[config.mk]
export PLATFORM = sky130hd
export DESIGN_NAME = clock_divider_prog
export DESIGN_NICKNAME = d
export VERILOG_FILES = /design/src/rtl/clock_div_pkg.sv /design/src/rtl/clock_div_core.sv /design/src/rtl/clock_divider_prog.sv
export SDC_FILE = /design/constraint.sdc
export NUM_CORES = 1
export LEC_CHECK = 0
export CORE_ASPECT_RATIO = 1.1
export CORE_MARGIN = 3
export CORE_UTILIZATION = 42
export DETAILED_ROUTE_END_ITERATION = 16
export PLACE_DENSITY = 0.75
export SLEW_MARGIN = 20
export SYNTH_ARGS = -nofsm -noshare
export SYNTH_HDL_FRONTEND = slang
export SYNTH_SLANG_ARGS = --single-unit
[constraint.sdc]
create_clock -name clk -period 2.85 [get_ports clk]
set_input_delay 0.4275 -clock clk [delete_from_list [all_inputs] [get_ports clk]]
set_output_delay 0.4275 -clock clk [all_outputs]
set_load 0.1 [all_outputs]
[src/rtl/clock_div_pkg.sv]
// ---------------------------------------------------------------------------
// clock_div_pkg
// Shared definitions for the programmable clock divider:
//   MIN_DIV     smallest divisor the divider can produce a clock for
//   half_div()  high-phase length in whole clk cycles (N >> 1)
//   cfg_state_t config-port state: idle (ready) or holding a pending divisor
// ---------------------------------------------------------------------------
package clock_div_pkg;

    localparam int MIN_DIV = 2;

    typedef enum logic {
        CFG_IDLE = 1'b0,
        CFG_PEND = 1'b1
    } cfg_state_t;

    function automatic logic [31:0] half_div(input logic [31:0] n);
        return n >> 1;
    endfunction

endpackage

[src/rtl/clock_div_core.sv]
// ---------------------------------------------------------------------------
// clock_div_core
// Period counter and phase generator for a 50% duty-cycle divided clock.
// Optional feature: define CLKDIV_TICK_EN to add the o_tick output.
// Ports:
//   clk        in   source clock (both edges used)
//   rst        in   asynchronous, active-high reset
//   i_div      in   divisor currently in effect (N >= 2)
//   i_apply    in   a new divisor takes effect on this edge; restart the count
//   o_wrap     out  counter is at N-1; this edge ends the current period
//   o_clk_out  out  divided clock
//   o_tick     out  (CLKDIV_TICK_EN) high during the cycle when cnt == 1
// ---------------------------------------------------------------------------
module clock_div_core
    import clock_div_pkg::*;
#(
    parameter int DIV_W = 8
) (
    input  logic             clk,
    input  logic             rst,
    input  logic [DIV_W-1:0] i_div,
    input  logic             i_apply,
    output logic             o_wrap,
    output logic             o_clk_out
`ifdef CLKDIV_TICK_EN
    ,
    output logic             o_tick
`endif
);

    localparam logic [DIV_W-1:0] ONE = DIV_W'(1);

    logic [DIV_W-1:0] r_cnt;
    logic [DIV_W-1:0] w_cnt_next;
    logic [DIV_W-1:0] w_half;
    logic             w_wrap;
    logic             r_pos_q;
    logic             r_neg_q;

    assign w_half     = DIV_W'(half_div(32'(i_div)));
    assign w_wrap     = (r_cnt == (i_div - ONE));
    assign w_cnt_next = (w_wrap || i_apply) ? '0 : r_cnt + ONE;
    assign o_wrap     = w_wrap;

    // NOTE: sequential state uses non-blocking assignments so every flop
    // samples the pre-edge values and simulation matches the hardware.
    always_ff @(posedge clk or posedge rst) begin
        if (rst) begin
            r_cnt   <= '0;
            r_pos_q <= 1'b0;
        end else begin
            r_cnt   <= w_cnt_next;
            // High for the H cycles that follow the count reaching 1, so the
            // rising edge of clk_out always coincides with cnt becoming 1.
            r_pos_q <= (w_cnt_next != '0) && (w_cnt_next <= w_half);
        end
    end

    // For odd N the half-cycle extension comes from a negedge copy of the
    // posedge phase; OR-ing them stretches the high time by exactly 0.5 clk.
    // The negedge copy only rises while pos_q is already high and only falls
    // after pos_q has fallen, so the OR cannot glitch.
    always_ff @(negedge clk or posedge rst) begin
        if (rst) begin
            r_neg_q <= 1'b0;
        end else begin
            r_neg_q <= r_pos_q & i_div[0];
        end
    end

    assign o_clk_out = r_pos_q | r_neg_q;

`ifdef CLKDIV_TICK_EN
    assign o_tick = (r_cnt == ONE);
`endif

endmodule

[src/rtl/clock_divider_prog.sv]
// ---------------------------------------------------------------------------
// clock_divider_prog
// Runtime-programmable integer clock divider, 50% duty for even and odd N.
// A new divisor is taken through a valid/ready port and applied only at a
// period boundary, so the output never shows a runt or stretched pulse.
// Optional feature: define CLKDIV_TICK_EN to add the tick output.
// Ports:
//   clk         in   source clock
//   rst         in   asynchronous, active-high reset
//   div_valid   in   new divisor offered
//   div_data    in   requested divisor N
//   div_ready   out  can accept a divisor; low while an update is pending
//   cfg_err     out  1-cycle pulse: accepted divisor was 0 or 1, discarded
//   div_active  out  divisor currently in effect
//   clk_out     out  divided clock
//   tick        out  (CLKDIV_TICK_EN) 1-cycle pulse aligned with clk_out rise
// ---------------------------------------------------------------------------
module clock_divider_prog
    import clock_div_pkg::*;
#(
    parameter int DIV_W       = 8,
    parameter int DIV_DEFAULT = 3
) (
    input  logic             clk,
    input  logic             rst,
    input  logic             div_valid,
    input  logic [DIV_W-1:0] div_data,
    output logic             div_ready,
    output logic             cfg_err,
    output logic [DIV_W-1:0] div_active,
    output logic             clk_out
`ifdef CLKDIV_TICK_EN
    ,
    output logic             tick
`endif
);

    cfg_state_t       r_state;
    cfg_state_t       w_state_next;
    logic [DIV_W-1:0] r_pending;
    logic [DIV_W-1:0] r_div_active;
    logic             r_cfg_err;
    logic             w_wrap;
    logic             w_accept;
    logic             w_bad;
    logic             w_load;
    logic             w_apply;
    logic             w_err_next;

    // NOTE: every signal driven here gets a default first, so no branch can
    // leave one unassigned and infer a latch.
    always_comb begin
        w_state_next = r_state;
        w_load       = 1'b0;
        w_apply      = 1'b0;
        w_err_next   = 1'b0;
        div_ready    = (r_state == CFG_IDLE);
        w_accept     = div_valid && (r_state == CFG_IDLE);
        w_bad        = (div_data < DIV_W'(MIN_DIV));

        case (r_state)
            CFG_IDLE: begin
                if (w_accept) begin
                    if (w_bad) begin
                        w_err_next = 1'b1;
                    end else begin
                        w_load       = 1'b1;
                        w_state_next = CFG_PEND;
                    end
                end
            end
            CFG_PEND: begin
                // Only the period-ending edge may switch N; the running
                // period always completes at the old divisor.
                if (w_wrap) begin
                    w_apply      = 1'b1;
                    w_state_next = CFG_IDLE;
                end
            end
            default: begin
                w_state_next = CFG_IDLE;
            end
        endcase
    end

    always_ff @(posedge clk or posedge rst) begin
        if (rst) begin
            r_state <= CFG_IDLE;
        end else begin
            r_state <= w_state_next;
        end
    end

    always_ff @(posedge clk or posedge rst) begin
        if (rst) begin
            r_pending    <= '0;
            r_div_active <= DIV_W'(DIV_DEFAULT);
            r_cfg_err    <= 1'b0;
        end else begin
            r_cfg_err <= w_err_next;
            if (w_load) begin
                r_pending <= div_data;
            end
            if (w_apply) begin
                r_div_active <= r_pending;
            end
        end
    end

    assign cfg_err    = r_cfg_err;
    assign div_active = r_div_active;

    clock_div_core #(
        .DIV_W (DIV_W)
    ) u_core (
        .clk       (clk),
        .rst       (rst),
        .i_div     (r_div_active),
        .i_apply   (w_apply),
        .o_wrap    (w_wrap),
        .o_clk_out (clk_out)
`ifdef CLKDIV_TICK_EN
        ,
        .o_tick    (tick)
`endif
    );

endmodule
==> results.tsv <==
metric	value	unit
p_seq_share	58.1	%
post-dp-hpwl	2902	µm
placedCellCount	226	
cp_top_family	simple AND/OR/NAND/NOR gates	
synth.most_common_cell	dfrtp_1	
fin_skew	0.01067	ns
synth_cell_types	39	
setup_tns	-0.3873	ns
dieArea	0.004575	mm²
worst_slack	-0.3088	ns
synth.top_cell.area_share	39.22	%
io_pins	22	
diodes	0	
finalNonFillerCells	246	
maxCapViolCount	0	
syn_area	0.001595	mm²
antenna_found_initial	0	
fin_crit_sh	110.8	%
gp_congestion	0.8333	
p_clk_share	38.1	%
drt_iter0_drc	95	
htreeDepth	1	
ys_warn_count	0	
cts_buffers	3	
hp-class	flop to flop	
synth_seq_area_share	44.08	%
wl_per_cell	17.35	µm
grt-ovfl-total	0	
antenna_left	0	
status	finished, violations left	
ys_ff_latch	28	
syn_inst	153	
power.density	304.9	mW/mm²
cts_tree	done	
coreArea	0.003496	mm²
syn_nets	173	
crit_arrival	3.44	ns
clkSlewWorstSetupHoldPaths	0.15	ns
drv_slew	0	
clock_latency	0.32	ns
drive_above_1_share	44.44	%
cts.sinks	28	
max_freq	316.6	MHz
cp-start-kind	flop	
port_buffers	21	
cp_slowest_cell	or4_4	
wirelength	4268	µm
ir_drop	0.1849	mV
power.internal	0.5532	mW
async_flop_share	100.0	%
viasPerCell	5.480	
die_y	70.64	µm
cts_root_buf	clkbuf_4	
drt_first_pass_iters	4	
path_cells	or4_4 -> nor2_2 -> a311oi_2 -> a211oi_2 -> buf_4 -> buf_4 -> nor2_4 -> ha_4 -> buf_4 -> nand4_1 -> o32ai_2 -> and4b_1	
crit_top_cell	buf_4	
p_sw	0.1304	mW
vias	1348	
fp.dieW	64.76	µm
pwr-share-comb	3.8	%
syn_avg_cell_area	10.43	µm²
grt_max_degree	28	
grt_pass1_vias	1530	
violations	setup timing	
grt_pass1_wl	7272	µm
power	0.6836	mW
worstPathRequired	3.13	ns
synth_largest_area_cell	dfrtp_1	
ys.flop_type	dfrtp_1	
clk_path_buf_depth	2	
swShare	19.08	%
worst_slew_pin_slew	0.4170	ns
ys_top_cells_by_area	dfrtp_1 39%, mux2_2 9.9%, ha_1 7.1%, xor2_1 4.4%, xnor2_1 3.8%	
cp_max_fo	5	
rsz0062_at_grt	true	
fin_nets	219	
drc	0	
setup_viol	2	
critical_path_class	flop to flop	
crit_buf_inv	3	
synth_edf_count	0	
areaGrowthSynthToFinish	40.55	%
p_leak	0.9783	nW
start_util	45.63	%
fin_crit	3.159	ns
rows	22	
slowest_delay	0.57	ns
track_usage	20.42	%
hold_viol	0	
slew_headroom	72.15	%
critPathCaptureType	flop	
ys_top_cells_by_count	25 x dfrtp_1, 14 x mux2_2, 13 x nor2_1	
[metrics by stage]
stage                     util, %  instance area [µm²]  hold WS, ns  setup WS, ns
after global routing        64.14                 2242       0.4678       -0.4116
final                       64.14                 2242       0.4634       -0.3088
after floorplan                 -                 1670       0.4071       -0.1967
after detailed placement    56.26                 1967       0.4407       -0.1290
after CTS                   63.39                 2216       0.4626       -0.1438
after global placement      56.26                 1967       0.4238      -0.03204
[kinds of logic (layout without fill, tap and decap cells)]
logic type               after synthesis  after routing  share of synthesized area [%]
AND/OR/NAND/NOR                       50             50                          17.02
multiplexers                          15             15                          10.51
adder cells (fa/ha/maj)                9              9                          7.059
flip-flops                            28             28                          44.08
buffers and inverters                 18             63                          4.313
AO/OA/AOI/OAI                         18             18                          8.785
XOR/XNOR                              15             15                          8.236
[repair_timing]
action | 4_1_cts | 5_1_grt
gates cloned | 1 | 0
setup endpoints to repair | 2 | 3
pin swaps | 12 | 2
endpoints found under the hold margin | 0 | 0
buffers inserted | 15 | 3
hold buffers | 0 | 0
gates resized for setup | 14 | 5
[power groups by stage]
stage / Clock (mW) / Combinational (mW) / Sequential (mW)
global route: 0.282 / 0.0285 / 0.398
floorplan: 0 / 0.00676 / 0.405
finish: 0.260 / 0.0258 / 0.397
CTS: 0.269 / 0.0262 / 0.397
detailed placement: 0 / 0.0262 / 0.405
global placement: 0 / 0.0254 / 0.405
[placed cells by master, fill, tap and decap left out, types with 2 or more instances in the layout]
master | netlist | layout
and3_1 | 4 | 4
dfstp_4 | 0 | 2
nor2b_1 | 3 | 2
ha_1 | 9 | 6
nand2_1 | 5 | 5
dfrtp_1 | 25 | 19
xnor2_1 | 7 | 7
a21oi_1 | 4 | 2
ha_4 | 0 | 3
nand3_1 | 6 | 5
xor2_1 | 8 | 7
nor3_1 | 4 | 3
clkbuf_4 | 0 | 3
nor2_1 | 13 | 10
inv_1 | 11 | 10
a31oi_1 | 2 | 2
mux2_2 | 14 | 14
nor2_4 | 0 | 2
dfrtp_4 | 0 | 2
dfrtp_2 | 0 | 4
buf_4 | 0 | 36
clkdlybuf4s50_1 | 0 | 10
[routing by layer]
layer	track usage [%]	wire length (µm)	vias to the layer above
met5	0	0	-
met4	9.155	68	0
met3	2.063	92	6
met2	37.95	2306	30
met1	23.19	1800	683
li1	-	-	629
[final cells by class]
cell class                 instances  area (µm²)
clock buffer                       3       22.52
clock inverter                     1       30.03
tap                               48       60.06
multi-input combinational        107       969.7
inverter                          11       41.29
timing repair buffer              48       395.4
sequential                        28       723.2
fill                             275        1254
[flip-flops by register name (all words and copies together), names as in the netlist]
signal	count
cfg_err	1
div_active	8
r_pending	8
r_state	1
u_core.r_cnt	8
u_core.r_neg_q	1
u_core.r_pos_q	1
[final timing paths]
path | start | endpoint | slack, ns | cells after the start
max in group asynchronous | rst | u_core.r_neg_q$_DFF_NP0_ | 1.12 | 2
min | r_state$_DFF_PP0_ | cfg_err$_DFF_PP0_ | 0.46 | 1
min in group asynchronous | rst | u_core.r_cnt[1]$_DFF_PP0_ | 0.53 | 3
max | div_active[1]$_DFFE_PP1P_ | u_core.r_pos_q$_DFF_PP0_ | -0.31 | 12
max reg2reg | div_active[1]$_DFFE_PP1P_ | u_core.r_pos_q$_DFF_PP0_ | -0.31 | 12
min reg2reg | r_state$_DFF_PP0_ | cfg_err$_DFF_PP0_ | 0.46 | 1
Power figures use the tool's default switching activity.
